### src/rtl/lock_key_pkg.sv
// Shared types and constants for the serial key-provisioning receiver.
package lock_key_pkg;

  typedef enum logic [2:0] {
    IDLE   = 3'd0,
    SHIFT  = 3'd1,
    PARITY = 3'd2,
    DONE   = 3'd3,
    ERROR  = 3'd4
  } state_t;

  // Replicated across key_out whenever no checked key is being presented.
  localparam logic KEY_LOCKED_FILL = 1'b1;

endpackage

### src/rtl/key_shift_reg.sv
// MSB-first key shift register with running even parity and beat counter.
// last_o flags that the next shifted bit is the final key bit.
module key_shift_reg #(
  parameter int KEY_W = 64,
  parameter int CNT_W = $clog2(KEY_W + 1)
) (
  input  logic             CLK,
  input  logic             PRESET,
  input  logic             clr_i,
  input  logic             shift_i,
  input  logic             bit_i,
  output logic [KEY_W-1:0] data_o,
  output logic             par_o,
  output logic             last_o
);

  logic [KEY_W-1:0] sr_q, sr_d;
  logic             par_q, par_d;
  logic [CNT_W-1:0] cnt_q, cnt_d;

  // Clear has priority so a restart discards any beat in the same cycle.
  always_comb begin
    sr_d  = sr_q;
    par_d = par_q;
    cnt_d = cnt_q;
    if (clr_i) begin
      sr_d  = '0;
      par_d = 1'b0;
      cnt_d = '0;
    end else if (shift_i) begin
      sr_d  = {sr_q[KEY_W-2:0], bit_i};
      par_d = par_q ^ bit_i;
      cnt_d = cnt_q + CNT_W'(1);
    end
  end

  always_ff @(posedge CLK or posedge PRESET) begin
    if (PRESET) begin
      sr_q  <= '0;
      par_q <= 1'b0;
      cnt_q <= '0;
    end else begin
      sr_q  <= sr_d;
      par_q <= par_d;
      cnt_q <= cnt_d;
    end
  end

  assign data_o = sr_q;
  assign par_o  = par_q;
  assign last_o = (cnt_q == CNT_W'(KEY_W - 1));

endmodule

### src/rtl/lock_key_receiver.sv
// Serial key receiver: KEY_W bits MSB first plus even parity over valid/ready.
// key_out stays at the locked fill value except while a parity-checked key is held.
module lock_key_receiver
  import lock_key_pkg::*;
#(
  parameter  int KEY_W = 64,
  localparam int CNT_W = $clog2(KEY_W + 1)
) (
  input  logic             CLK,
  input  logic             PRESET,
  input  logic             start,
  input  logic             s_valid,
  input  logic             s_data,
  output logic             s_ready,
  output logic [KEY_W-1:0] key_out,
  output logic             key_valid,
  output logic             key_err,
  output logic             busy
);

  localparam logic [KEY_W-1:0] LOCKED_KEY = {KEY_W{KEY_LOCKED_FILL}};

  state_t           state_q, state_d;
  logic [KEY_W-1:0] key_q, key_d;
  logic             vld_q, vld_d;
  logic             err_q, err_d;

  logic             sr_clr, sr_shift, sr_last, sr_par;
  logic [KEY_W-1:0] sr_data;
  logic             rx_phase;

  assign rx_phase = (state_q == SHIFT) || (state_q == PARITY);

  key_shift_reg #(
    .KEY_W (KEY_W),
    .CNT_W (CNT_W)
  ) u_shift (
    .CLK     (CLK),
    .PRESET  (PRESET),
    .clr_i   (sr_clr),
    .shift_i (sr_shift),
    .bit_i   (s_data),
    .data_o  (sr_data),
    .par_o   (sr_par),
    .last_o  (sr_last)
  );

  always_comb begin
    state_d  = state_q;
    key_d    = key_q;
    vld_d    = vld_q;
    err_d    = err_q;
    sr_clr   = 1'b0;
    sr_shift = 1'b0;
    if (start) begin
      // start wins over any beat and re-arms from every state.
      state_d = SHIFT;
      sr_clr  = 1'b1;
      key_d   = LOCKED_KEY;
      vld_d   = 1'b0;
      err_d   = 1'b0;
    end else begin
      unique case (state_q)
        SHIFT: begin
          if (s_valid) begin
            sr_shift = 1'b1;
            if (sr_last) state_d = PARITY;
          end
        end
        PARITY: begin
          if (s_valid) begin
            if ((sr_par ^ s_data) == 1'b0) begin
              state_d = DONE;
              key_d   = sr_data;
              vld_d   = 1'b1;
            end else begin
              state_d = ERROR;
              err_d   = 1'b1;
            end
          end
        end
        default: ;
      endcase
    end
  end

  always_ff @(posedge CLK or posedge PRESET) begin
    if (PRESET) begin
      state_q <= IDLE;
      key_q   <= LOCKED_KEY;
      vld_q   <= 1'b0;
      err_q   <= 1'b0;
    end else begin
      state_q <= state_d;
      key_q   <= key_d;
      vld_q   <= vld_d;
      err_q   <= err_d;
    end
  end

  assign s_ready   = rx_phase;
  assign busy      = rx_phase;
  assign key_out   = key_q;
  assign key_valid = vld_q;
  assign key_err   = err_q;

endmodule
### config.mk
export PLATFORM = sky130hd
export DESIGN_NAME = lock_key_receiver
export DESIGN_NICKNAME = d
export VERILOG_FILES = /design/src/rtl/lock_key_pkg.sv /design/src/rtl/key_shift_reg.sv /design/src/rtl/lock_key_receiver.sv
export SDC_FILE = /design/constraint.sdc
export NUM_CORES = 1
export LEC_CHECK = 0
export ABC_CLOCK_PERIOD_IN_PS = 2590
export CAP_MARGIN = 20
export CORE_MARGIN = 2
export CORE_UTILIZATION = 56
export DETAILED_ROUTE_END_ITERATION = 16
export PLACE_DENSITY = 0.8
export SLEW_MARGIN = 10
export SYNTH_ARGS = -nofsm -noshare
export SYNTH_HDL_FRONTEND = slang
export SYNTH_HIERARCHICAL = 1
export SYNTH_SLANG_ARGS = --single-unit
### constraint.sdc
create_clock -name CLK -period 2.59 [get_ports CLK]
set_input_delay 0.518 -clock CLK [delete_from_list [all_inputs] [get_ports CLK]]
set_output_delay 0.518 -clock CLK [all_outputs]
set_load 0.02 [all_outputs]
==> results by group <==
Status
  • Status: finished clean

Cells and area
  • Post-layout net count: 618
  • Area grow syn2layout: 23.8%
  • Fillers: between 800 and 900
  • Commonest cells after routing, fill and taps aside: 200 x nor2_1, 128 x mux2i_1, 77 x dfrtp_1
  • Final core utilization: 70.6%
  • Share of layout cells above drive strength 1: 18.1%
  • Most common cell after layout, fill and taps aside: nor2_1
  • Final instance area: 0.00759 mm²
  • N_diodes: 0

Timing
  • Relative slew slack: 47.9%
  • Max-slew violations: 0
  • Unrepaired setup endpoints after global routing: no
  • Final setup violating endpoints: 0
  • Final Hold Fails: 0
  • Minimum clock period: around 2.5 ns
  • Setup TNS: 0 ns
  • Least-Margin Pin Slew: approximately 0.8 ns
  • Fin crit share: 95.9%
  • Clock skew: ~0.0062 ns
  • Max Clk Rate: 403 MHz

GRT
  • Vias in the first global route: approximately 4.2k
  • GRT Total Usage: 21.3%
  • Gr ovfl total: 0
  • Initial antenna violation count: 0
  • Global-route wire length before repair: around 20 mm
  • Largest net degree at the start of global routing: 206

Drt
  • Remaining DRCs: 0
  • WL per Instance: 15.3 µm
  • Pre-Repair DR Iteration Count: 4
  • Antenna viol nets, final: 0
  • Routed vias/inst: 5.28
  • DRT iter0 DRCs: 210
  • Routed via count: ~4.0k
  • Detailed Route WL: ~12 mm

Setup path
  • Worst setup path startpoint: state_q[1]
  • CP Cell Sequence: xnor2_1 -> nor2_1 -> clkdlybuf4s50_1
  • Top delay family on crit path: buffers and inverters
  • Data required time at the worst endpoint: 2.07 ns
  • Worst EP arrival: 1.97 ns
  • Crit path buffers/inverters: 1
  • CP max stage cell: clkdlybuf4s50_1
  • Setup CP Type: flip-flop to primary output
  • Max stage delay on crit path: 0.64 ns
  • Crit. End Element: primary output
  • Critical Path Start Type: flip-flop
  • Critical R2R Launch: state_q[2]
  • Worst-path fanout max: 7

Clock network
  • CTS sink cnt: 141
  • Clock transition at path regs: 0.06 ns
  • Clock buffer depth: 2
  • Clock Latency Late Sink: 0.51 ns
  • CTS tree: built
  • Post-cts sizing count: 0
  • Post-CTS Setup Inserts: 0
  • H-tree levels: 4
  • CTS Hold Bufs: 0
  • Root buffer cell: clkbuf_8
  • CTS buffer count: 17

Place
  • RD Place Congestion: 0.741
  • Detailed Place HPWL: 7.05 mm
  • Post-DP Area: 0.00700 mm²
  • I/O Buffers: slightly above 70

Synthesis
  • Synthesis-stage register bit count: about 140
  • Gate count of the mapped netlist: 548
  • Net Count, Synth: 554
  • Register area share after synthesis: 58.9%
  • Unique masters post-synth: 30
  • Synthesized cell area: a little over 0.006 mm²
  • Synth warn: 6
  • Mean post-synth cell area: roughly 11 µm²

Die
  • Die Height: 109 µm
  • Core area: 0.0107 mm²
  • Die W: 109 µm
  • Io pins: 73
  • Die area: 0.0118 mm²
  • Row cnt: 38
  • Initial core utilization: 57.0%

Power
  • Worst vdd rail ir drop: 0.395 mV
  • Design Power: 4.81 mW
  • Pwr dens: 634 mW/mm²
  • LEAKAGE: between 3 and 4 nW

Job
  • Max cap viols: 0

Worst hold path
  • Worst min path class: primary input to async pin
==> path summary, 6_finish.rpt <==
| check | end | slack [ns] | cells after the start |
|---|---|---|---|
| max | busy | 0.11 | 3 |
| min | u_shift/cnt_q[2] | 0.45 | 3 |
| max reg2reg | u_shift/data_o[33] | 0.62 | 5 |
| min reg2reg | key_out[39] | 0.51 | 2 |
| max in group asynchronous | key_out[61] | 1.43 | 3 |
| min in group CLK | u_shift/cnt_q[3] | 0.51 | 5 |
==> final cells by class <==
cell class / instances / area, µm² / area share [%]
flip-flops and latches: 141 / 3610 / 47.5
multi-input cells: 365 / 2310 / 30.5
repair buffers: 85 / 895 / 11.8
clock buffers: 21 / 449 / 5.92
well taps: 140 / 175 / 2.31
clock inverters: 11 / 143 / 1.88
inverters: 2 / 7.51 / 0.0989
==> report_power, final <==
part | switching, mW | total [mW] | leakage (nW) | internal, mW
sequential | 0.00369 | 2.22 | 1.74 | 2.21
clock | 0.871 | 2.38 | 0.288 | 1.51
combinational | 0.140 | 0.207 | 1.10 | 0.0676
total | 1.01 | 4.81 | 3.13 | 3.79
==> state kept, by name, indices dropped and copies added (netlist names) <==
name            count
key_out            64
u_shift/data_o     64
u_shift/cnt_q       7
state_q             3
key_err             1
key_valid           1
u_shift/par_o       1
==> worst register-to-register path: cells and delay by family (launching register included) <==
kind          cells  cell delay, ns
mux               1            0.29
simple gates      3            0.69
flops             1            0.40
buf+inv           1            0.44
==> layer usage <==
metal,track usage [%],share of wire [%]
met2,35.2,50
met4,6.50,0.93
met5,0,0
met1,28.0,45
met3,5.44,3.9
==> per-stage QoR <==
step	worst slack [ns]	hold WS, ns	cells
after floorplan	0.247	0.478	548
after global placement	0.183	0.481	733
after detailed placement	0.0853	0.504	733
after CTS	0.0806	0.437	765
after global routing	0.00598	0.439	765
final	0.106	0.447	765
==> Yosys cell counts <==
cell type,instances,area (µm²)
nand4_1,3,18.8
a21bo_2,1,10.0
ha_1,1,12.5
buf_6,5,56.3
o21ba_1,1,10.0
or3_1,2,12.5
o21ai_0,2,10.0
dfrtp_1,77,1930
nor2_1,200,751
nor2b_1,1,6.26
a21oi_1,4,20.0
clkbuf_1,20,75.1
inv_1,2,7.51
nand2_1,4,15.0
dfstp_2,64,1680
nand2b_1,1,6.26
buf_2,7,35.0
and2_1,1,6.26
buf_1,2,7.51
xnor2_1,2,17.5
and4bb_1,1,12.5
mux2i_1,128,1280
xor2_1,5,43.8
nand3b_1,1,7.51
nor4bb_1,1,10.0
a31oi_1,3,18.8
buf_4,6,45.0
and2b_1,1,7.51
a211o_1,1,8.76
nor3b_1,1,7.51
==> cell families after synthesis <==
family | count (synthesis) | share of synthesized area, %
AND/OR/NAND/NOR | 217 | 14.0
flip-flops | 141 | 58.9
multiplexers | 128 | 20.9
buffers and inverters | 42 | 3.70
AO/OA/AOI/OAI | 12 | 1.27
XOR/XNOR | 7 | 1.00
adder cells (fa/ha/maj) | 1 | 0.204
(Power assumes the default switching activity.)
